==> src/rtl/lsu_dbus.sv <==
// lsu_dbus: load/store unit between a single-cycle RISC-V core and a
// word-aligned req/gnt/rvalid data bus. It stalls the core for the whole
// access, aligns and extends load data, replicates store data across byte
// lanes, and turns misaligned/illegal requests and bus timeouts into a
// done+err completion instead of a bus transfer.
//
// Bus handshake: bus_req is held with all bus_* fields stable from the REQ
// entry until the cycle bus_gnt is sampled high; bus_req drops the next
// cycle. The response (read data or store ack) is the first cycle with
// bus_rvalid=1 while in WAIT; bus_rvalid in any other state is ignored.
module lsu_dbus #(
   parameter int TIMEOUT = 255
) (
   input  logic        clk,
   input  logic        rst,
   input  logic        cpu_ren,
   input  logic        cpu_wen,
   input  logic [2:0]  cpu_memop,
   input  logic [31:0] cpu_addr,
   input  logic [31:0] cpu_wdata,
   output logic        stall,
   output logic        done,
   output logic        err,
   output logic [31:0] load_data,
   output logic        bus_req,
   output logic        bus_we,
   output logic [31:0] bus_addr,
   output logic [31:0] bus_wdata,
   output logic [3:0]  bus_wstrb,
   input  logic        bus_gnt,
   input  logic        bus_rvalid,
   input  logic [31:0] bus_rdata,
   output logic [1:0]  dbg_state
);

   typedef enum logic [1:0] {
      S_IDLE = 2'd0,
      S_REQ  = 2'd1,
      S_WAIT = 2'd2,
      S_DONE = 2'd3
   } state_t;

   // Last counter value before the abort; the counter counts REQ+WAIT cycles.
   localparam logic [7:0] CNT_LAST = 8'(TIMEOUT - 1);

   state_t      state;
   logic [7:0]  cnt;
   logic [2:0]  memop_q;
   logic [1:0]  lo_q;

   logic        legal;
   logic        bad_req;
   logic [31:0] st_wdata;
   logic [3:0]  st_wstrb;
   logic [15:0] lane;
   logic [31:0] ld_ext;

   // Classify the incoming request: legal code, alignment, store-only rules.
   always_comb begin
      legal = 1'b0;
      case (cpu_memop)
         3'b000, 3'b001, 3'b010, 3'b100, 3'b101: legal = 1'b1;
         default:                                legal = 1'b0;
      endcase
      bad_req = !legal
              | ((cpu_memop[1:0] == 2'b01) & cpu_addr[0])
              | ((cpu_memop == 3'b010) & (cpu_addr[1:0] != 2'b00))
              | (cpu_wen & cpu_memop[2]);
   end

   // Replicate store data onto every lane and enable only the addressed bytes.
   always_comb begin
      st_wdata = cpu_wdata;
      st_wstrb = 4'b1111;
      case (cpu_memop[1:0])
         2'b00: begin
            st_wdata = {4{cpu_wdata[7:0]}};
            st_wstrb = 4'b0001 << cpu_addr[1:0];
         end
         2'b01: begin
            st_wdata = {2{cpu_wdata[15:0]}};
            st_wstrb = 4'b0011 << {cpu_addr[1], 1'b0};
         end
         default: begin
            st_wdata = cpu_wdata;
            st_wstrb = 4'b1111;
         end
      endcase
      if (!cpu_wen) st_wstrb = 4'b0000;
   end

   // Right-align the addressed bytes of the read word and extend per memop.
   always_comb begin
      lane   = 16'(bus_rdata >> {lo_q, 3'b000});
      ld_ext = 32'd0;
      case (memop_q)
         3'b000:  ld_ext = {{24{lane[7]}}, lane[7:0]};
         3'b100:  ld_ext = {24'd0, lane[7:0]};
         3'b001:  ld_ext = {{16{lane[15]}}, lane};
         3'b101:  ld_ext = {16'd0, lane};
         3'b010:  ld_ext = bus_rdata;
         default: ld_ext = 32'd0;
      endcase
   end

   // Access FSM with registered completion and bus outputs.
   always_ff @(posedge clk or negedge rst) begin
      if (!rst) begin
         state     <= S_IDLE;
         cnt       <= 8'd0;
         memop_q   <= 3'd0;
         lo_q      <= 2'd0;
         done      <= 1'b0;
         err       <= 1'b0;
         load_data <= 32'd0;
         bus_req   <= 1'b0;
         bus_we    <= 1'b0;
         bus_addr  <= 32'd0;
         bus_wdata <= 32'd0;
         bus_wstrb <= 4'd0;
      end else begin
         case (state)
            S_IDLE: begin
               if (cpu_ren | cpu_wen) begin
                  if (bad_req) begin
                     state     <= S_DONE;
                     done      <= 1'b1;
                     err       <= 1'b1;
                     load_data <= 32'd0;
                  end else begin
                     state     <= S_REQ;
                     cnt       <= 8'd0;
                     memop_q   <= cpu_memop;
                     lo_q      <= cpu_addr[1:0];
                     bus_req   <= 1'b1;
                     bus_we    <= cpu_wen;
                     bus_addr  <= {cpu_addr[31:2], 2'b00};
                     bus_wdata <= st_wdata;
                     bus_wstrb <= st_wstrb;
                  end
               end
            end
            S_REQ: begin
               // A grant on the last allowed cycle still wins over the abort.
               if (bus_gnt) begin
                  state   <= S_WAIT;
                  bus_req <= 1'b0;
                  cnt     <= cnt + 8'd1;
               end else if (cnt >= CNT_LAST) begin
                  state     <= S_DONE;
                  bus_req   <= 1'b0;
                  done      <= 1'b1;
                  err       <= 1'b1;
                  load_data <= 32'd0;
               end else begin
                  cnt <= cnt + 8'd1;
               end
            end
            S_WAIT: begin
               if (bus_rvalid) begin
                  state     <= S_DONE;
                  done      <= 1'b1;
                  err       <= 1'b0;
                  load_data <= bus_we ? 32'd0 : ld_ext;
               end else if (cnt >= CNT_LAST) begin
                  state     <= S_DONE;
                  done      <= 1'b1;
                  err       <= 1'b1;
                  load_data <= 32'd0;
               end else begin
                  cnt <= cnt + 8'd1;
               end
            end
            default: begin
               state <= S_IDLE;
               done  <= 1'b0;
               err   <= 1'b0;
            end
         endcase
      end
   end

   // The core advances during DONE; any other cycle with a request holds it.
   assign stall     = (cpu_ren | cpu_wen) & (state != S_DONE);
   assign dbg_state = state;

endmodule

==> config.mk <==
export PLATFORM = sky130hd
export DESIGN_NAME = lsu_dbus
export DESIGN_NICKNAME = d
export VERILOG_FILES = /design/src/rtl/lsu_dbus.sv
export SDC_FILE = /design/constraint.sdc
export NUM_CORES = 1
export LEC_CHECK = 0
export BUFFER_PORTS_ARGS = -buffer_cell sky130_fd_sc_hd__buf_2
export CORE_MARGIN = 2
export CORE_UTILIZATION = 35
export DETAILED_ROUTE_END_ITERATION = 12
export PLACE_DENSITY = 0.6
export SLEW_MARGIN = 20
export SYNTH_ARGS = -nofsm -noshare
export SYNTH_HDL_FRONTEND = slang
export SYNTH_SLANG_ARGS = --single-unit
==> constraint.sdc <==
create_clock -name clk -period 2 [get_ports clk]
set_clock_uncertainty 0.1 [all_clocks]
set_input_delay 0.5 -clock clk [delete_from_list [all_inputs] [get_ports clk]]
set_output_delay 0.5 -clock clk [all_outputs]
set_load 0.01 [all_outputs]
==> impl_metrics.yaml, run 1 <==
grt:
  antenna_found_initial: 4
  grt_pass1_vias: 5552
  grt_max_degree: 63
  grt_first_pass_wirelength_um: 28400
  grt.overflow.total: 0
  grt_usage_pct: 20.4
critical_path:
  endpoint: "stall"
  r2r-start: "dbg_state[1]"
  crit_type: "flip-flop to primary output"
  regToRegSetupSlack_ns: -0.03
  worstPathRequired_ns: 1.40
  cp-end-kind: "primary output"
  cp-startpoint: "dbg_state[0]"
  cp_max_fo: 4
  cp_data_arrival_time_ns: 1.51
  r2r_cells: 9
  cp-start-kind: "flip-flop"
  rr_endpoint: "load_data[4]"
synth:
  synth_cell_types: 54
  synth_cells: 529
  yosysMostFrequentCell: "dfrtp_1"
  synthTopCellsByCount: "117 x dfrtp_1, 49 x mux2_2, 48 x o21ai_0, 41 x nor2_1, 39 x nand2_1"
  synth_edf_count: 0
  yosysSeqAreaShare_pct: 51.3
  ys_seq_elements: 117
  synthAdderAreaFrac_pct: 1.53
  synthXorXnorAreaFrac_pct: 0
  async_reset_ff_share_pct: 100
  synthTopCellsByArea: "dfrtp_1 51%, mux2_2 9.7%, o2bb2ai_1 5.1%"
  muxShareOfSynthArea_pct: 14.9
  synth_largest_area_cell: "dfrtp_1"
  synth-compound-area-share_pct: 20.0
  avgSynthCellArea_sq_um: 10.8
  synth_simple_gate_area_share_pct: 8.81
  syn-cell-area_sq_um: 5710
  synth_top_area_share_pct: 51.3
  yosys_warnings: 0
  synth_top_family_by_area: "compound AO/OA/AOI/OAI gates"
  synthFlopType: "dfrtp_1"
placement:
  port-buffer-count: 209
  hpwl_um: 12900
  gp_congestion: 0.845
  place_ws_ns: -0.152
cts:
  clock_tree.root_cell: "clkbuf_16"
  clk_latency_ns: 0.42
  cts_tree: "yes"
  clk_path_buf_depth: 2
  cts_num_sinks: 117
  htreeDepth: 4
  cts.clk_slew.worst_paths_ns: 0.06
  cts_buffers: 17
drt:
  drt-vias-per-instance: 5.27
  wl_met3_um: 1480
  wirelength_um: 18100
  met1Wirelength_um: 7460
  top_layer: "met5"
  dr.pass1.iters: 5
  ant_nets: 0
  vias: 5432
  wl_met2_um: 8790
  route.detailed.drc: 0
  wl_per_cell_um: 17.6
  drtIter0Drc: 329
floorplanning:
  fp-row-count: 46
  start_util_pct: 35.8
  coreArea_sq_um: 15900
  die_area_sq_um: 17400
  die_h_um: 132
  die_x_um: 132
  io_pins: 212
sta:
  fin_crit_ns: 2.11
  fin_setup_tns_ns: -0.264
  timing.slew.headroom_pct: 58.2
  drv_slew: 0
  fin_ws_ns: -0.112
  whs_ns: 0.213
  worst_slew_pin_slew_ns: 0.623
  setup_viol: 12
  fmax_mhz: 473
  rsz0062_at_grt: "true"
  hold_violations: 0
  fin_crit_sh_pct: 106
layout:
  postLayoutCoreUtil_pct: 53.0
  drive_above_1_share_pct: 50.0
  nNetsFinal: 912
  syn_to_final_growth_pct: 47.9
pwr:
  p_clk_share_pct: 22.9
  powerDensity_nw_per_um2: 1520
  p_sw_mw: 4.83
  sw_frac_of_total_pct: 37.5
  p_int_mw: 8.04
  p_total_mw: 12.9
  pwr-share-seq_pct: 29.6
  ir_worst_vdd_mv: 0.789
  cellLeakagePower_nw: 4.13
  comb_power_share_pct: 47.4
min_path:
  hold_class: "input pin to flip-flop"
run_status:
  status: "finished, violations left"
  violations: "setup timing"
job:
  maxCapViolCount: 0
[logic make-up after synthesis]
group,after synthesis
AO/OA/AOI/OAI,171
adder cells (fa/ha/maj),7
buffers and inverters,44
flip-flops,117
multiplexers,77
other,1
AND/OR/NAND/NOR,112
[metrics by stage]
step           instance area (sq um)  std cells
2_1_floorplan                   5760        530
3_3_place_gp                    7490        981
3_5_place_dp                    7490        981
4_1_cts                         8140       1013
5_1_grt                         8450       1031
6_report                        8450       1031
[worst min-delay path by stage]
stage	depth (start not counted)	end	startpoint	slack, ns
6_report	2	bus_addr[10]	cpu_addr[10]	0.21
4_1_cts	2	bus_addr[10]	cpu_addr[10]	0.20
2_1_floorplan	0	bus_addr[10]	rst	0.10
5_1_grt	2	bus_addr[11]	cpu_addr[11]	0.20
3_5_place_dp	2	bus_wdata[28]	bus_wdata[28]	0.37
3_3_place_gp	2	bus_wdata[28]	bus_wdata[28]	0.36
[cells in the final DEF, fill, tap and decap left out, types with 19 or more instances in the layout]
cell type  count
clkbuf_16     19
nor2_1        39
dfrtp_1      114
mux2i_1       27
buf_2        207
a21oi_1       37
mux2_2        49
buf_4         57
o21ai_0       47
nand2_1       36
o2bb2ai_1     24
[timing repair]
action | CTS | global route
pin swaps | 3 | 6
gates cloned | 0 | 3
gates resized for setup | 15 | 40
hold buffers | 1 | 0
setup endpoints to repair | 32 | 45
setup buffers | 0 | 12
endpoints found under the hold margin | 22 | 0
[flip-flops by register name (all words and copies together) (netlist names)]
register and count:
bus_addr 30, bus_req 1, bus_wdata 32, bus_we 1, bus_wstrb 4, cnt 8
dbg_state 2, done 1, err 1, lo_q 2, load_data 32, memop_q 3
[cell type report]
| cell class | count | area (sq um) |
|---|---|---|
| Inverter | 9 | 33.8 |
| Multi-Input combinational cell | 369 | 2810 |
| Sequential cell | 117 | 2930 |
| Fill cell | 1455 | 7490 |
| Timing Repair Buffer | 286 | 1830 |
| Clock buffer | 21 | 460 |
| Clock inverter | 10 | 106 |
| Antenna cell | 3 | 7.51 |
| Tap cell | 216 | 270 |
[routing by layer]
metal	track usage (%)	up-vias
met5	0	-
met4	7.43	2
met3	6.73	31
met2	33.6	260
met1	25.1	2647
li1	-	2492
[power by group through the flow]
stage | registers [mW] | clock network [mW] | logic, mW
global route | 3.92 | 3.11 | 6.63
floorplan | 4.11 | 0 | 2.64
detailed placement | 3.79 | 0 | 5.45
finish | 3.81 | 2.95 | 6.11
CTS | 3.79 | 3.00 | 5.57
global placement | 3.76 | 0 | 5.33
[critical path: stages, from the launching register on]
cell     delay (ns)
dfrtp_2        0.41
buf_6          0.13
ha_4           0.17
buf_6          0.13
nor2_4         0.13
buf_6          0.12
No activity file was read; power rests on OpenSTA's default activity.
==> run 2, diff against run 1 <==
--- a/config.mk
+++ b/config.mk
@@ -9,6 +9,7 @@
 export CORE_MARGIN = 2
 export CORE_UTILIZATION = 35
 export DETAILED_ROUTE_END_ITERATION = 12
+export GPL_TIMING_DRIVEN = 0
 export PLACE_DENSITY = 0.6
 export SLEW_MARGIN = 20
 export SYNTH_ARGS = -nofsm -noshare
==> run 2 against run 1 <==
- the flow still finishes with violations (setup timing)
- flip-flop and latch count did not move
- worst setup slack better by 0.016 ns
- non-clock buffer count is 17 lower
- maximum frequency is 0.76% higher
- register-to-register slack worse by 0.07 ns
- global-route usage up 0.68 points
- clock power is 8.1% higher
- critical endpoint is now load_data[0]
- largest cell class is now multi-input gates
==> impl_metrics.yaml, run 2 (synthesis results as in run 1) <==
critical_path:
  rr_endpoint: "load_data[0]"
  cp_max_fo: 10
  regToRegSetupSlack_ns: -0.1
  r2r_cells: 6
  r2r-start: "lo_q[0]"
  cp_data_arrival_time_ns: 2.33
  worstPathRequired_ns: 2.23
  cp-start-kind: "flip-flop"
  crit_type: "flip-flop to flip-flop"
  cp-end-kind: "flip-flop"
min_path:
  hold_end: "bus_addr[10]"
  hold_class: "input pin to flip-flop"
  hold_start: "cpu_addr[10]"
  hold_depth: 2
run_status:
  violations: "setup timing"
  status: "finished, violations left"
cts:
  cts_tree: "yes"
  htreeDepth: 4
  cts.clk_slew.worst_paths_ns: 0.06
  cts_num_sinks: 117
  cts_buffers: 17
  clk_latency_ns: 0.41
  clk_path_buf_depth: 2
  clock_tree.root_cell: "clkbuf_16"
placement:
  hpwl_um: 13100
  dp_cells: 956
  place_ws_ns: -0.572
  gp_congestion: 0.810
  port-buffer-count: 209
  place_area_sq_um: 7110
floorplanning:
  die_area_sq_um: 17400
  coreArea_sq_um: 15900
  die_h_um: 132
  fp-row-count: 46
  io_pins: 212
  die_x_um: 132
  start_util_pct: 35.8
sta:
  worst_slew_pin_slew_ns: 0.960
  fin_ws_ns: -0.0960
  timing.slew.headroom_pct: 35.8
  fmax_mhz: 477
  setup_viol: 26
  fin_crit_ns: 2.10
  drv_slew: 0
  fin_crit_sh_pct: 105
  whs_ns: 0.215
  hold_violations: 0
  rsz0062_at_grt: "true"
drt:
  drt-vias-per-instance: 5.34
  drtIter0Drc: 418
  wl_per_cell_um: 18.7
  wirelength_um: 19000
  dr.pass1.iters: 5
  ant_nets: 0
  vias: 5405
  route.detailed.drc: 0
layout:
  drive_above_1_share_pct: 50.5
  nNetsFinal: 895
  fill_cells: 1411
  syn_to_final_growth_pct: 49.8
  multi_input_area_sq_um: 3050
  layout_common_cells: "208 x buf_2, 113 x dfrtp_1, 49 x mux2_2, 45 x o21ai_0, 40 x nor2_1"
  fin_area_sq_um: 8550
  regArea_sq_um: 2930
  post_layout_nonfiller_instances: 1013
  postLayoutCoreUtil_pct: 53.7
  final_common_cell: "buf_2"
  largestRegisters: "bus_wdata (32), load_data (32), bus_addr (30)"
pwr:
  ir_worst_vdd_mv: 0.785
  powerDensity_nw_per_um2: 1550
  cellLeakagePower_nw: 4.07
grt:
  grt_usage_pct: 21.1
  grt_first_pass_wirelength_um: 29300
  grt_pass1_vias: 5542
  antenna_found_initial: 1
  grt_max_degree: 66
  grt.overflow.total: 0
job:
  maxCapViolCount: 0
==> run 2: stage by stage <==
stage / setup TNS [ns] / power, mW
floorplan: 0 / 6.74
global placement: -173.32 / 8.50
detailed placement: -47.08 / 8.64
CTS: -0.410 / 12.6
global route: -4.10 / 14.0
finish: -0.789 / 13.3
==> run 2: how the worst max path moves through the flow <==
stage | endpoint | startpoint | slack [ns] | cells past startpoint
finish | load_data[0] | lo_q[0] | -0.1 | 6
global route | load_data[3] | lo_q[1] | -0.14 | 6
CTS | stall | dbg_state[0] | -0.06 | 3
detailed placement | lo_q[1] | cpu_memop[0] | -0.57 | 8
global placement | dbg_state[0] | rst | -1.33 | 1
floorplan | load_data[0] | dbg_state[1] | 0.004 | 10
==> run 2: cell type report <==
cell class | count | area share (%)
Tap cell | 216 | 3.16
Inverter | 9 | 0.424
Clock inverter | 13 | 2.12
Clock buffer | 19 | 5.06
Sequential cell | 117 | 34.3
Antenna cell | 1 | 0.0293
Buffer | 31 | 2.74
Multi-Input combinational cell | 369 | 35.6
Timing Repair Buffer | 238 | 16.6
==> run 2: repair_timing <==
item                                   CTS  global route
hold buffers                             1             0
setup endpoints to repair               94            90
gates resized for setup                 68            51
pin swaps                                6            10
cloned                                   2             4
endpoints found under the hold margin   13             0
buffers inserted                        11            10
==> run 2: layer usage <==
layer	track usage [%]	wire, um
met3	8.34	1640
met2	35.4	9430
met4	5.56	239
met5	0	0
met1	25.3	7680
==> run 2: critical path: stages (launching register included) <==
cell       delay (ns)
dfrtp_1          0.43
nor2b_1          0.40
clkbuf_1         0.46
a22oi_1          0.22
nor2_1           0.13
a21oi_1          0.09
o2bb2ai_4        0.19
==> run 2: power breakdown <==
| group | internal, mW | switching [mW] | total [mW] | leakage, nW |
|---|---|---|---|---|
| Sequential | 3.24 | 0.543 | 3.78 | 1.49 |
| Clock | 2.08 | 1.11 | 3.19 | 0.297 |
| Combinational | 2.79 | 3.50 | 6.29 | 2.29 |
==> run 3, diff against run 2 <==
--- a/config.mk
+++ b/config.mk
@@ -5,12 +5,14 @@
 export SDC_FILE = /design/constraint.sdc
 export NUM_CORES = 1
 export LEC_CHECK = 0
+export ABC_AREA = 0
 export BUFFER_PORTS_ARGS = -buffer_cell sky130_fd_sc_hd__buf_2
 export CORE_MARGIN = 2
 export CORE_UTILIZATION = 35
 export DETAILED_ROUTE_END_ITERATION = 12
 export GPL_TIMING_DRIVEN = 0
 export PLACE_DENSITY = 0.6
+export RECOVER_POWER = 100
 export SLEW_MARGIN = 20
 export SYNTH_ARGS = -nofsm -noshare
 export SYNTH_HDL_FRONTEND = slang
==> run 3 against run 2 <==
- the run still ends with setup timing left
- largest cell class unchanged
- flip-flop and latch count unchanged
- sequential share of layout area grew 0.59 points
- maximum frequency up 0.93%
- largest power group unchanged
- first-iteration DRC count fell by 9.1%
- clock power is essentially flat
- critical path depth stayed put
- final cell count stayed put
- register-to-register slack better by 0.02 ns
- worst setup slack better by 0.019 ns
- die area is the same
- wire length fell by 0.34%
- sequential power hardly changed
==> impl_metrics.yaml, run 3 (synthesis results as in run 1) <==
floorplanning:
  io_pins: 212
  die_area_sq_um: 17400
  coreArea_sq_um: 15900
  start_util_pct: 35.8
  fp-row-count: 46
  die_x_um: 132
  die_h_um: 132
pwr:
  p_total_mw: 13.1
  ir_worst_vdd_mv: 0.766
  cellLeakagePower_nw: 3.71
  powerDensity_nw_per_um2: 1550
layout:
  layout_common_cells: "113 x dfrtp_1, 112 x clkbuf_1, 106 x buf_2, 49 x mux2_2, 45 x o21ai_0"
  fin_area_sq_um: 8410
  postLayoutCoreUtil_pct: 52.8
  drive_above_1_share_pct: 37.7
  nNetsFinal: 895
  final_common_cell: "dfrtp_1"
  syn_to_final_growth_pct: 47.3
  post_layout_nonfiller_instances: 1013
  largestRegisters: "bus_wdata (32), load_data (32), bus_addr (30)"
sta:
  fin_crit_sh_pct: 104
  worst_slew_pin_slew_ns: 0.934
  rsz0062_at_grt: "true"
  timing.slew.headroom_pct: 37.5
  whs_ns: 0.216
  fmax_mhz: 482
  fin_setup_tns_ns: -0.822
  hold_violations: 0
  fin_ws_ns: -0.0767
  fin_crit_ns: 2.08
  setup_viol: 25
  drv_slew: 0
drt:
  wl_per_cell_um: 18.7
  wirelength_um: 18900
  dr.pass1.iters: 5
  drt-vias-per-instance: 5.31
  ant_nets: 0
  drtIter0Drc: 380
  vias: 5381
  route.detailed.drc: 0
cts:
  clk_path_buf_depth: 2
  cts.clk_slew.worst_paths_ns: 0.06
  cts_tree: "yes"
  htreeDepth: 4
  cts_num_sinks: 117
  clk_latency_ns: 0.41
  cts_buffers: 17
  clock_tree.root_cell: "clkbuf_16"
critical_path:
  worstPathRequired_ns: 2.23
  cpPeakStageDelay_ns: 0.45
  cp_slowest_cell: "clkbuf_1"
  cp-start-kind: "flip-flop"
  cp_data_arrival_time_ns: 2.31
  cp_num_buf_inv: 1
  cp-end-kind: "flip-flop"
  cp_top_family: "simple AND/OR/NAND/NOR gates"
  path_cells: "nor2b_1 -> clkbuf_1 -> a22oi_1 -> nor2_1 -> a21oi_1 -> o2bb2ai_4"
  cp_max_fo: 10
  crit_type: "flip-flop to flip-flop"
grt:
  grt_max_degree: 66
  grt_pass1_vias: 5542
  grt_usage_pct: 21.1
  grt.overflow.total: 0
  antenna_found_initial: 1
  grt_first_pass_wirelength_um: 29300
placement:
  place_ws_ns: -0.572
  hpwl_um: 13100
  place_area_sq_um: 7110
  gp_congestion: 0.810
  port-buffer-count: 209
  dp_cells: 956
run_status:
  status: "finished, violations left"
  violations: "setup timing"
job:
  maxCapViolCount: 0
min_path:
  hold_class: "input pin to flip-flop"
[run 3: changes by cell type in the layout (fill, tap and decap cells not counted), sizes merged]
cell	previous run	this run
buf	250	146
clkbuf	37	141
[run 3: path summary, 6_finish.rpt]
path                               start             to  slack [ns]  cells after the start
max                              lo_q[0]   load_data[0]       -0.08                      6
min                         cpu_addr[10]   bus_addr[10]        0.22                      2
max reg2reg                      lo_q[0]   load_data[0]       -0.08                      6
min reg2reg                bus_wdata[30]  bus_wdata[30]        0.38                      2
max in group asynchronous            rst   dbg_state[0]        0.20                      3
min in group asynchronous            rst  bus_wdata[26]        0.68                      2
[run 3: area by class of cell]
cell class	count	area [sq um]
fillers	1469	7530
multi-input cells	369	3050
flip-flops and latches	117	2930
repair buffers	238	1270
clock buffers	19	433
well taps	216	270
plain buffers	31	234
clock inverters	13	181
inverters	9	36.3
diodes	1	2.50
[run 3: routing by layer]
layer  share of wire (%)  GRT usage, %  routed length (um)
met5                   0             0                   0
met1                  41          25.3                7790
met2                  50          35.4                9450
met4                0.93          5.56                 176
met3                 8.0          8.34                1510
[run 3: power breakdown]
part	total, mW	switching (mW)	internal [mW]
registers	3.80	0.564	3.24
logic	6.06	3.49	2.57
clock network	3.20	1.11	2.08
[run 3: what timing repair did]
action,CTS,global route
endpoints found under the setup margin,94,90
setup buffers,11,10
gates resized for setup,68,51
pin swaps,6,10
hold buffers,1,0
endpoints found under the hold margin,13,0
cloned,2,4
